--- src/rtl/axi_pkg.sv ---
// Shared AXI field widths and the read-arbiter state encoding, used by the
// read arbiter today and intended for a matching write arbiter later.
package axi_pkg;

  localparam int AXI_ID_W   = 16;
  localparam int AXI_ADDR_W = 64;
  localparam int AXI_LEN_W  = 8;
  localparam int AXI_SIZE_W = 3;
  localparam int AXI_DATA_W = 512;
  localparam int AXI_RESP_W = 2;

  typedef enum logic [1:0] {
    ST_IDLE = 2'd0,
    ST_ADDR = 2'd1,
    ST_DATA = 2'd2
  } rd_state_e;

endpackage

--- src/rtl/rr_arbiter.sv ---
// Round-robin picker: first asserted request at or after ptr, wrapping mod N.
// Purely combinational; the caller owns the pointer register.
module rr_arbiter #(
  parameter int N = 3,
  localparam int IW = (N > 1) ? $clog2(N) : 1
) (
  input  logic [N-1:0]  req,
  input  logic [IW-1:0] ptr,
  output logic [N-1:0]  gnt,
  output logic [IW-1:0] idx,
  output logic          any
);

  logic [IW:0]   sum;
  logic [IW-1:0] pos;

  always_comb begin
    gnt = '0;
    idx = '0;
    any = 1'b0;
    sum = '0;
    pos = '0;
    for (int i = 0; i < N; i++) begin
      // one extra bit so ptr+i never overflows before the wrap subtract
      sum = {1'b0, ptr} + (IW+1)'(i);
      if (sum >= (IW+1)'(N)) sum = sum - (IW+1)'(N);
      pos = sum[IW-1:0];
      if (!any && req[pos]) begin
        any      = 1'b1;
        gnt[pos] = 1'b1;
        idx      = pos;
      end
    end
  end

endmodule

--- src/rtl/axi_rd_arbiter.sv ---
// Shares one AXI read port among NREQ requesters: round-robin AR grant, one
// burst in flight, arid tags the owner and R beats are steered back to it.
module axi_rd_arbiter
  import axi_pkg::*;
#(
  parameter int NREQ = 3,
  localparam int IW = $clog2(NREQ)
) (
  input  logic                       clk,
  input  logic                       rst,
  input  logic [NREQ-1:0]            req_arvalid,
  output logic [NREQ-1:0]            req_arready,
  input  logic [NREQ*AXI_ADDR_W-1:0] req_araddr,
  input  logic [NREQ*AXI_LEN_W-1:0]  req_arlen,
  input  logic [NREQ*AXI_SIZE_W-1:0] req_arsize,
  output logic [NREQ-1:0]            req_rvalid,
  input  logic [NREQ-1:0]            req_rready,
  output logic [AXI_DATA_W-1:0]      req_rdata,
  output logic [AXI_RESP_W-1:0]      req_rresp,
  output logic                       req_rlast,
  output logic [AXI_ID_W-1:0]        m_arid,
  output logic [AXI_ADDR_W-1:0]      m_araddr,
  output logic [AXI_LEN_W-1:0]       m_arlen,
  output logic [AXI_SIZE_W-1:0]      m_arsize,
  output logic                       m_arvalid,
  input  logic                       m_arready,
  input  logic [AXI_ID_W-1:0]        m_rid,
  input  logic [AXI_DATA_W-1:0]      m_rdata,
  input  logic [AXI_RESP_W-1:0]      m_rresp,
  input  logic                       m_rlast,
  input  logic                       m_rvalid,
  output logic                       m_rready,
  output logic                       err
);

  rd_state_e             state;
  logic [IW-1:0]         ptr;
  logic [IW-1:0]         owner;
  logic [AXI_LEN_W-1:0]  beat;

  logic [NREQ-1:0]       arb_req;
  logic [NREQ-1:0]       gnt;
  logic [IW-1:0]         gnt_idx;
  logic                  gnt_any;

  logic [AXI_ADDR_W-1:0] sel_addr;
  logic [AXI_LEN_W-1:0]  sel_len;
  logic [AXI_SIZE_W-1:0] sel_size;

  logic [AXI_ADDR_W-1:0] ar_addr_p0;
  logic [AXI_LEN_W-1:0]  ar_len_p0;
  logic [AXI_SIZE_W-1:0] ar_size_p0;

  logic                  in_data;
  logic                  r_hs;
  logic                  rid_bad;
  logic                  last_bad;

  // Arbitration is only offered while idle, so the grant is a single pulse.
  assign arb_req = (state == ST_IDLE) ? req_arvalid : '0;

  rr_arbiter #(.N(NREQ)) u_rr (
    .req (arb_req),
    .ptr (ptr),
    .gnt (gnt),
    .idx (gnt_idx),
    .any (gnt_any)
  );

  assign req_arready = gnt;

  always_comb begin
    sel_addr = '0;
    sel_len  = '0;
    sel_size = '0;
    for (int i = 0; i < NREQ; i++) begin
      if (gnt[i]) begin
        sel_addr = sel_addr | req_araddr[i*AXI_ADDR_W +: AXI_ADDR_W];
        sel_len  = sel_len  | req_arlen[i*AXI_LEN_W +: AXI_LEN_W];
        sel_size = sel_size | req_arsize[i*AXI_SIZE_W +: AXI_SIZE_W];
      end
    end
  end

  assign in_data  = (state == ST_DATA);
  assign m_rready = in_data & req_rready[owner];
  assign r_hs     = m_rvalid & m_rready;
  assign rid_bad  = (m_rid != {{(AXI_ID_W-IW){1'b0}}, owner});
  assign last_bad = (m_rlast != (beat == ar_len_p0));

  always_comb begin
    req_rvalid = '0;
    for (int i = 0; i < NREQ; i++) begin
      req_rvalid[i] = in_data & m_rvalid & (owner == IW'(i));
    end
  end

  assign req_rdata = m_rdata;
  assign req_rresp = m_rresp;
  assign req_rlast = m_rlast;

  assign m_arid   = {{(AXI_ID_W-IW){1'b0}}, owner};
  assign m_araddr = ar_addr_p0;
  assign m_arlen  = ar_len_p0;
  assign m_arsize = ar_size_p0;

  // ---- stage p0: AR payload captured at grant, held through ADDR/DATA ----
  always_ff @(posedge clk) begin
    if (state == ST_IDLE && gnt_any) begin
      ar_addr_p0 <= sel_addr;
      ar_len_p0  <= sel_len;
      ar_size_p0 <= sel_size;
    end
  end

  always_ff @(posedge clk) begin
    if (rst) begin
      state     <= ST_IDLE;
      ptr       <= '0;
      owner     <= '0;
      beat      <= '0;
      m_arvalid <= 1'b0;
      err       <= 1'b0;
    end else begin
      // R traffic while no burst is accepting data is a protocol violation
      if (m_rvalid && !in_data) err <= 1'b1;
      case (state)
        ST_IDLE: begin
          if (gnt_any) begin
            owner     <= gnt_idx;
            ptr       <= (gnt_idx == IW'(NREQ-1)) ? '0 : gnt_idx + 1'b1;
            beat      <= '0;
            m_arvalid <= 1'b1;
            state     <= ST_ADDR;
          end
        end
        ST_ADDR: begin
          if (m_arready) begin
            m_arvalid <= 1'b0;
            state     <= ST_DATA;
          end
        end
        ST_DATA: begin
          if (r_hs) begin
            beat <= beat + 1'b1;
            if (rid_bad || last_bad) err <= 1'b1;
            // the emulator's rlast is authoritative for ending the burst
            if (m_rlast) state <= ST_IDLE;
          end
        end
        default: state <= ST_IDLE;
      endcase
    end
  end

endmodule

--- config.mk ---
export PLATFORM = sky130hd
export DESIGN_NAME = axi_rd_arbiter
export DESIGN_NICKNAME = d
export VERILOG_FILES = /design/src/rtl/axi_pkg.sv /design/src/rtl/rr_arbiter.sv /design/src/rtl/axi_rd_arbiter.sv
export SDC_FILE = /design/constraint.sdc
export NUM_CORES = 1
export LEC_CHECK = 0
export ABC_AREA = 1
export CAP_MARGIN = 40
export CORE_AREA = 3 3 544 546
export CTS_CLUSTER_SIZE = 24
export DETAILED_ROUTE_END_ITERATION = 12
export DIE_AREA = 0 0 547 549
export HOLD_SLACK_MARGIN = 0.05
export PLACE_DENSITY_LB_ADDON = 0.08
export REMOVE_ABC_BUFFERS = 1
export SYNTH_ARGS = -nofsm -noshare
export SYNTH_HDL_FRONTEND = slang
export SYNTH_SLANG_ARGS = --single-unit
--- constraint.sdc ---
create_clock -name clk -period 3.8 [get_ports clk]
set_input_delay 0.38 -clock clk [delete_from_list [all_inputs] [get_ports clk]]
set_output_delay 0.38 -clock clk [all_outputs]
set_load 0.02 [all_outputs]
# --- Word-level counts from Yosys, hierarchy flattened ---
# Cells that the tools add are included.
word_totals:
  out_inout_bits: 615
  inputBits: 766
  wordCells: 123
  reg_bits: 91
classes:
  eq_ne: 12
  order_cmp: 10
  bitwise_logic: 14
  mux: 52
  reduce_logical: 19
  addsub: 7
op_table:
  columns: ["op", "n"]
  rows:
  - ["$mux 64", 3]
  - ["$or 64x64->64", 2]
  - ["$mux 8", 5]
  - ["$mux 2", 11]
  - ["$mux 3", 7]
  - ["$mux 1", 16]
  - ["$ne 16x2->1", 1]
  - ["$or 8x8->8", 2]
  - ["$pmux 8 s2", 1]
  - ["$lt 2x3->1 const B", 4]
  - ["$or 3x3->3", 4]
  - ["$add 8x1->8 const B", 1]
  - ["$bmux 1 s2", 4]
  - ["$eq 8x8->1", 1]
  - ["$logic_and 1x1->1", 7]
  - ["$and 1x1->1", 6]
  - ["$demux 1 s2", 3]
  - ["$eq 2x2->1 const B", 3]
  - ["$ge 2x1->1 const B", 3]
  - ["$ge 3x2->1 const B", 2]
  - ["$ne 2x2->1 const B", 3]
  - ["$pmux 2 s3", 1]
  - ["$reduce_and 3->1", 2]
  - ["$sub 2x2->2 const B", 3]
  - ["14 further kinds", 19]

# --- Depth between registers and ports, before layout ---
logic_depth:
  ltp_word: 16
  depth_mapped: 15
  depth_no_buf: 13

# --- Modules after synthesis ---
# Synthesis repeated with hierarchy kept, for this count alone.
unflattened:
  hier_cells: 1157
  hier_area_um2: 8901.0
by_module_without_submodules:
  columns: ["mod", "area_each_um2", "n_inst", "seq_area_each_um2", "cells_per_inst"]
  rows:
  - ["axi_rd_arbiter", 8573.2, 1, 2572.5, 1093]
  - ["rr_arbiter", 327.8, 1, 0.0, 64]

# --- Worst setup path before layout ---
# No wires, ideal clock.
synth_path:
  kind: "register -> register"
  startpoint: "reg ptr[0]"
  endpoint: "reg owner[1]"
  required_time_ns: 3.687
  synth_period_minus_slack_ns: 3.458
  path_slack_ns: 0.342
  n_path_buf: 0
  setup_time_ns: 0.113
  arrival_ns: 3.345
  path_stages_with_launch: 13
  path_cell_list: "dfxtp_1 > inv_1 > ha_1 > inv_1 > nand2_1 > nor2_4 > inv_2 > nand2_2 > nor2_4 > nand2_1 > nand3_1 > nand3_1 > inv_1"
synth_via:
  elab_chain_len: 12
  elab_cells_between_ends: 28
  cone_classes: "add/sub (5); order compare (3); mux (15); reduce/logical (5)"
synth_lines:
  columns: ["element", "line_no", "text"]
  rows:
  - ["from (decl)", "axi_rd_arbiter.sv:37", "logic [IW-1:0] ptr;"]
  - ["from (signal assigned)", "axi_rd_arbiter.sv:131", "ptr <= (gnt_idx == IW'(NREQ-1)) ? '0 : gnt_idx + 1'b1;"]
  - ["parallel branches: the longest is 12 deep, another holds $add 2x1->3", null, null]
  - ["to (signal assigned)", "axi_rd_arbiter.sv:130", "owner <= gnt_idx;"]
  - ["to (decl)", "axi_rd_arbiter.sv:38", "logic [IW-1:0] owner;"]
# Parallel ways; which one is timed is not known. The select of a mux whose other input is x is not followed.
# A chain may end at the register's enable or synchronous reset.

# --- Worst setup path in the final report ---
layout_path:
  startpoint: "reg ptr[0]"
  endpoint: "out req_arready[0]"
layout_via:
  elab_chain_len: 11
  elab_cells_between_ends: 43
  cone_classes: "add/sub (5); order compare (9); mux (20); bitwise (2); reduce/logical (7)"
layout_lines:
  columns: ["element", "line_no", "text"]
  rows:
  - ["$add 2x1->3 (tied with other cells)", "rr_arbiter.sv:25", "sum = {1'b0, ptr} + (IW+1)'(i);"]
  - ["$ge 3x2->1 (tied with other cells)", "rr_arbiter.sv:26", "if (sum >= (IW+1)'(N)) sum = sum - (IW+1)'(N);"]
  - ["$mux 2 (tied with other cells)", "rr_arbiter.sv:26", null]
  - ["$lt 2x3->1 (implied by the code) (tied with other cells)", "rr_arbiter.sv:30", "gnt[pos] = 1'b1;"]
  - ["$logic_and 1x1->1 (implied by the code) (tied with other cells)", "rr_arbiter.sv:30", null]
  - ["$mux 1 (implied by the code) (tied with other cells)", "rr_arbiter.sv:30", null]
  - ["$demux 1 s2 (tied with other cells)", null, null]
  - ["$or 3x3->3 (no line) / $mux 1 (equally long branches)", null, null]
  - ["$mux 3 / $logic_not 1->1 (equally long branches)", "rr_arbiter.sv:28", "if (!any && req[pos]) begin"]
  - ["$or 3x3->3 (no line) / $logic_and 1x1->1 (equally long branches)", null, null]
  - ["$mux 3 (*)", "rr_arbiter.sv:28", null]
  - ["to (decl)", "axi_rd_arbiter.sv:12", "output logic [NREQ-1:0] req_arready,"]
# Mark *: on every way between the ends. The rest lies on a longest branch, timed or not. The select of a mux whose other input is x is not followed.

==> run_results.csv <==
group,metric,value,unit
clock_network,clkSinkCount,91,
critical_path,timing.critical_path.arrival,3.26,ns
clock_network,path_clk_slew,0.12,ns
drt,num_vias,9484,
sta,maximum_clock_frequency,275,MHz
global_route,number_of_global_route_vias_before_repair,7704,
cells_and_area,register_area,0.00257,sq mm
sta,fin_hold_ws,0.521,ns
cells_and_area,mostFrequentLayoutCell,"clkdlybuf4s50_1",
drt,detail-route-antenna-nets,0,
critical_path,worst_r2r_startpoint,"ptr[0]",
floorplanning,ioPinCount,1381,
critical_path,reg2reg_depth,11,
drt,via_density_per_instance,1.94,
critical_path,crit_buf_inv,3,
power,cellLeakagePower,3.63,nW
sta,setup_tns,0,ns
critical_path,worst_path_largest_cell_delay,0.73,ns
critical_path,crit_path_top_delay_cell,"clkdlybuf4s50_1",
clock_network,cts_max_path_buffers,2,
synthesis,post_synth_instance_area,0.00896,sq mm
placement,numPlacedInstances,4855,
synthesis,postSynthRegisterBits,91,
clock_network,level_count_of_the_clock_h_tree,3,
sta,fin_clk_skew,0.0382,ns
placement,io_buffer_count,338,
placement,dp_hpwl,349000,microns
global_route,grt_antenna_before_repair,39,
synthesis,yosysWarningCount,0,
sta,report.final.hold_viol_count,0,
sta,final_cycle_share,95.9,%
clock_network,clkLatencyLatePin,0.45,ns
global_route,first_pass_grt_wire_length,382000,microns
drt,wl_per_cell,74.3,microns
cells_and_area,fin_nets,1737,
min_path,holdPathStages,2,
drt,drt-total-wl,363000,microns
power,vdd.ir_drop.worst,0.627,mV
critical_path,timing.rr.end,"m_arsize[1]",
min_path,hold_class,"register to register",
cells_and_area,drive_above_1_share,4.94,%
floorplanning,horizontal_die_dimension,547,microns
synthesis,syn_area_per_cell,7.83,sq um
critical_path,critPathTopFamily,"simple AND/OR/NAND/NOR gates",
status,result_of_the_run,"finished, final reports clean",
global_route,globalRouteTotalUtil,23.4,%
cells_and_area,area_delta_synth_final,52.0,%
clock_network,clockRootBuffer,"clkbuf_16",
drt,detailedRoute.firstPassIterationCount,4,
min_path,timing.hold.worst.start,"ptr[1]",
floorplanning,initial_utilization,3.08,%
critical_path,worst-endpoint-required,3.42,ns
floorplanning,design.die.area,0.300,sq mm
cells_and_area,finalNonFillerCells,4882,
clock_network,cts_made_buffers,9,
cells_and_area,multi_input_area,0.00215,sq mm
synthesis,synth_sequential_area_ratio,28.7,%
drt,drt_iter0_markers,1032,
min_path,holdPathEnd,"ptr[1]",
critical_path,critPathLaunchType,"register",
critical_path,rrSetupSlack,0.71,ns
sta,relSlewSlack,50.4,%
critical_path,critical_path.endpoint_type,"primary output",
sta,max_slew_violation_count,0,
drt,drc,0,
clock_network,cts_hold_buf,0,
cells_and_area,num-fill-cells,34500,
floorplanning,fp-row-count,198,
global_route,grt_max_degree,76,
sta,grt_setup_unrepaired,"no",
power,cellPowerDensity,791,mW/mm^2
synthesis,post_synth_inst_count,1144,
sta,timing.final.crit_period,3.64,ns
sta,finalSetupViolations,0,
critical_path,crit_path_max_fanout,5,
critical_path,cp_cell_sequence,"inv_1, ha_1, inv_1, nand3_1, nand2_1, nand2_1, nand2_2, nor2_4, nand3_1, nand2_4, clkdlybuf4s50_1",
critical_path,path_class,"register to primary output",
flow_run,max-cap-violations,0,
clock_network,cts_tree,"done",
cells_and_area,final_cell_mix,"clkdlybuf4s50_1 (336), nand2_1 (279), nand3_1 (104), edfxtp_1 (75), inv_1 (28)",
placement,gp_congestion,1.29,
synthesis,yosysUniqueCellTypes,28,
floorplanning,core_box_area,0.291,sq mm
floorplanning,chipHeight,549,microns
sta,worst_margin_pin_slew,0.741,ns
global_route,overflow,0,
## cell type report
cell class	instances	share of cell area (%)
Antenna cell	11	0.202
Clock buffer	9	1.65
Clock inverter	7	0.588
Inverter	31	0.855
Multi-Input combinational cell	479	15.8
Sequential cell	91	18.9
Tap cell	3900	35.8
Timing Repair Buffer	354	26.2
## cells in the mapped netlist (all sizes together)
library cell	number	area, sq um
a21oi	13	65.1
conb	1	3.75
nand4	4	25.0
nor2	23	109
o21ai	6	30.0
inv	31	116
xnor2	8	70.1
buf	554	4180
nor4	2	12.5
nand3	104	521
xor2	2	17.5
ha	5	62.6
nor3	5	25.0
dfxtp	16	320
nand2	286	1090
edfxtp	75	2250
clkbuf	2	7.51
o22ai	1	6.26
or2	2	12.5
o21bai	2	15.0
a31oi	2	12.5
## routing by layer
metal	vias to the layer above	part of all wire, %	track usage (%)
met3	167	36	41.0
met2	2677	49	40.3
met1	3837	9.6	5.98
li1	2731	-	-
met5	-	1.5	11.9
met4	72	3.8	7.43
## per-stage QoR
| stage | cell area (sq um) | worst slack [ns] | utilization, % | power, mW |
|---|---|---|---|---|
| floorplan | 4820 | 0.342 | - | 5.29 |
| global placement | 13300 | 0.461 | 4.56 | 10.2 |
| detailed placement | 13300 | 0.530 | 4.56 | 10.2 |
| CTS | 13600 | 0.112 | 4.67 | 11.5 |
| global route | 13600 | 0.0675 | 4.67 | 11.7 |
| finish | 13600 | 0.157 | 4.68 | 10.8 |
## repair_timing
action / CTS / global route
setup endpoints to repair: 1 / 0
buffers inserted: 0 / 0
gates resized for setup: 1 / 0
## flip-flops by register name (all words and copies together) (netlist names), 2 cells and up
name / flops
m_arlen: 8
m_arsize: 3
state: 2
ptr: 2
beat: 8
owner: 2
m_araddr: 64
## worst register-to-register path, delay by kind of cell (launching register included)
family,cells,cell delay (ns)
AND/OR/NAND/NOR,7,1.56
buffers and inverters,3,0.56
adder cells (fa/ha/maj),1,0.43
flip-flops,1,0.36
## how the worst max path moves through the flow
stage          startpoint             end  slack, ns  cells past startpoint
5_1_grt            ptr[0]  req_arready[0]       0.07                     11
3_3_place_gp       ptr[1]  req_arready[2]       0.46                      9
4_1_cts            ptr[0]  req_arready[0]       0.11                     11
6_report           ptr[0]  req_arready[0]       0.16                     11
2_1_floorplan      ptr[0]        owner[1]       0.34                     12
3_5_place_dp       ptr[1]  req_arready[2]       0.53                      9
## power breakdown
group          switching, mW  leakage (nW)  internal, mW
registers              0.410         0.913          2.13
clock network          0.636         0.149         0.525
logic                   4.94          2.57          2.12
## cells by family after synthesis
| kind of cell | after synthesis | synth area share, % |
|---|---|---|
| compound gates | 24 | 1.44 |
| xor+xnor | 10 | 0.978 |
| fa+ha+maj | 5 | 0.698 |
| buf+inv | 587 | 48.1 |
| flops | 91 | 28.7 |
| other cells | 1 | 0.0419 |
| simple gates | 426 | 20.0 |
Power figures use the tool's default switching activity.
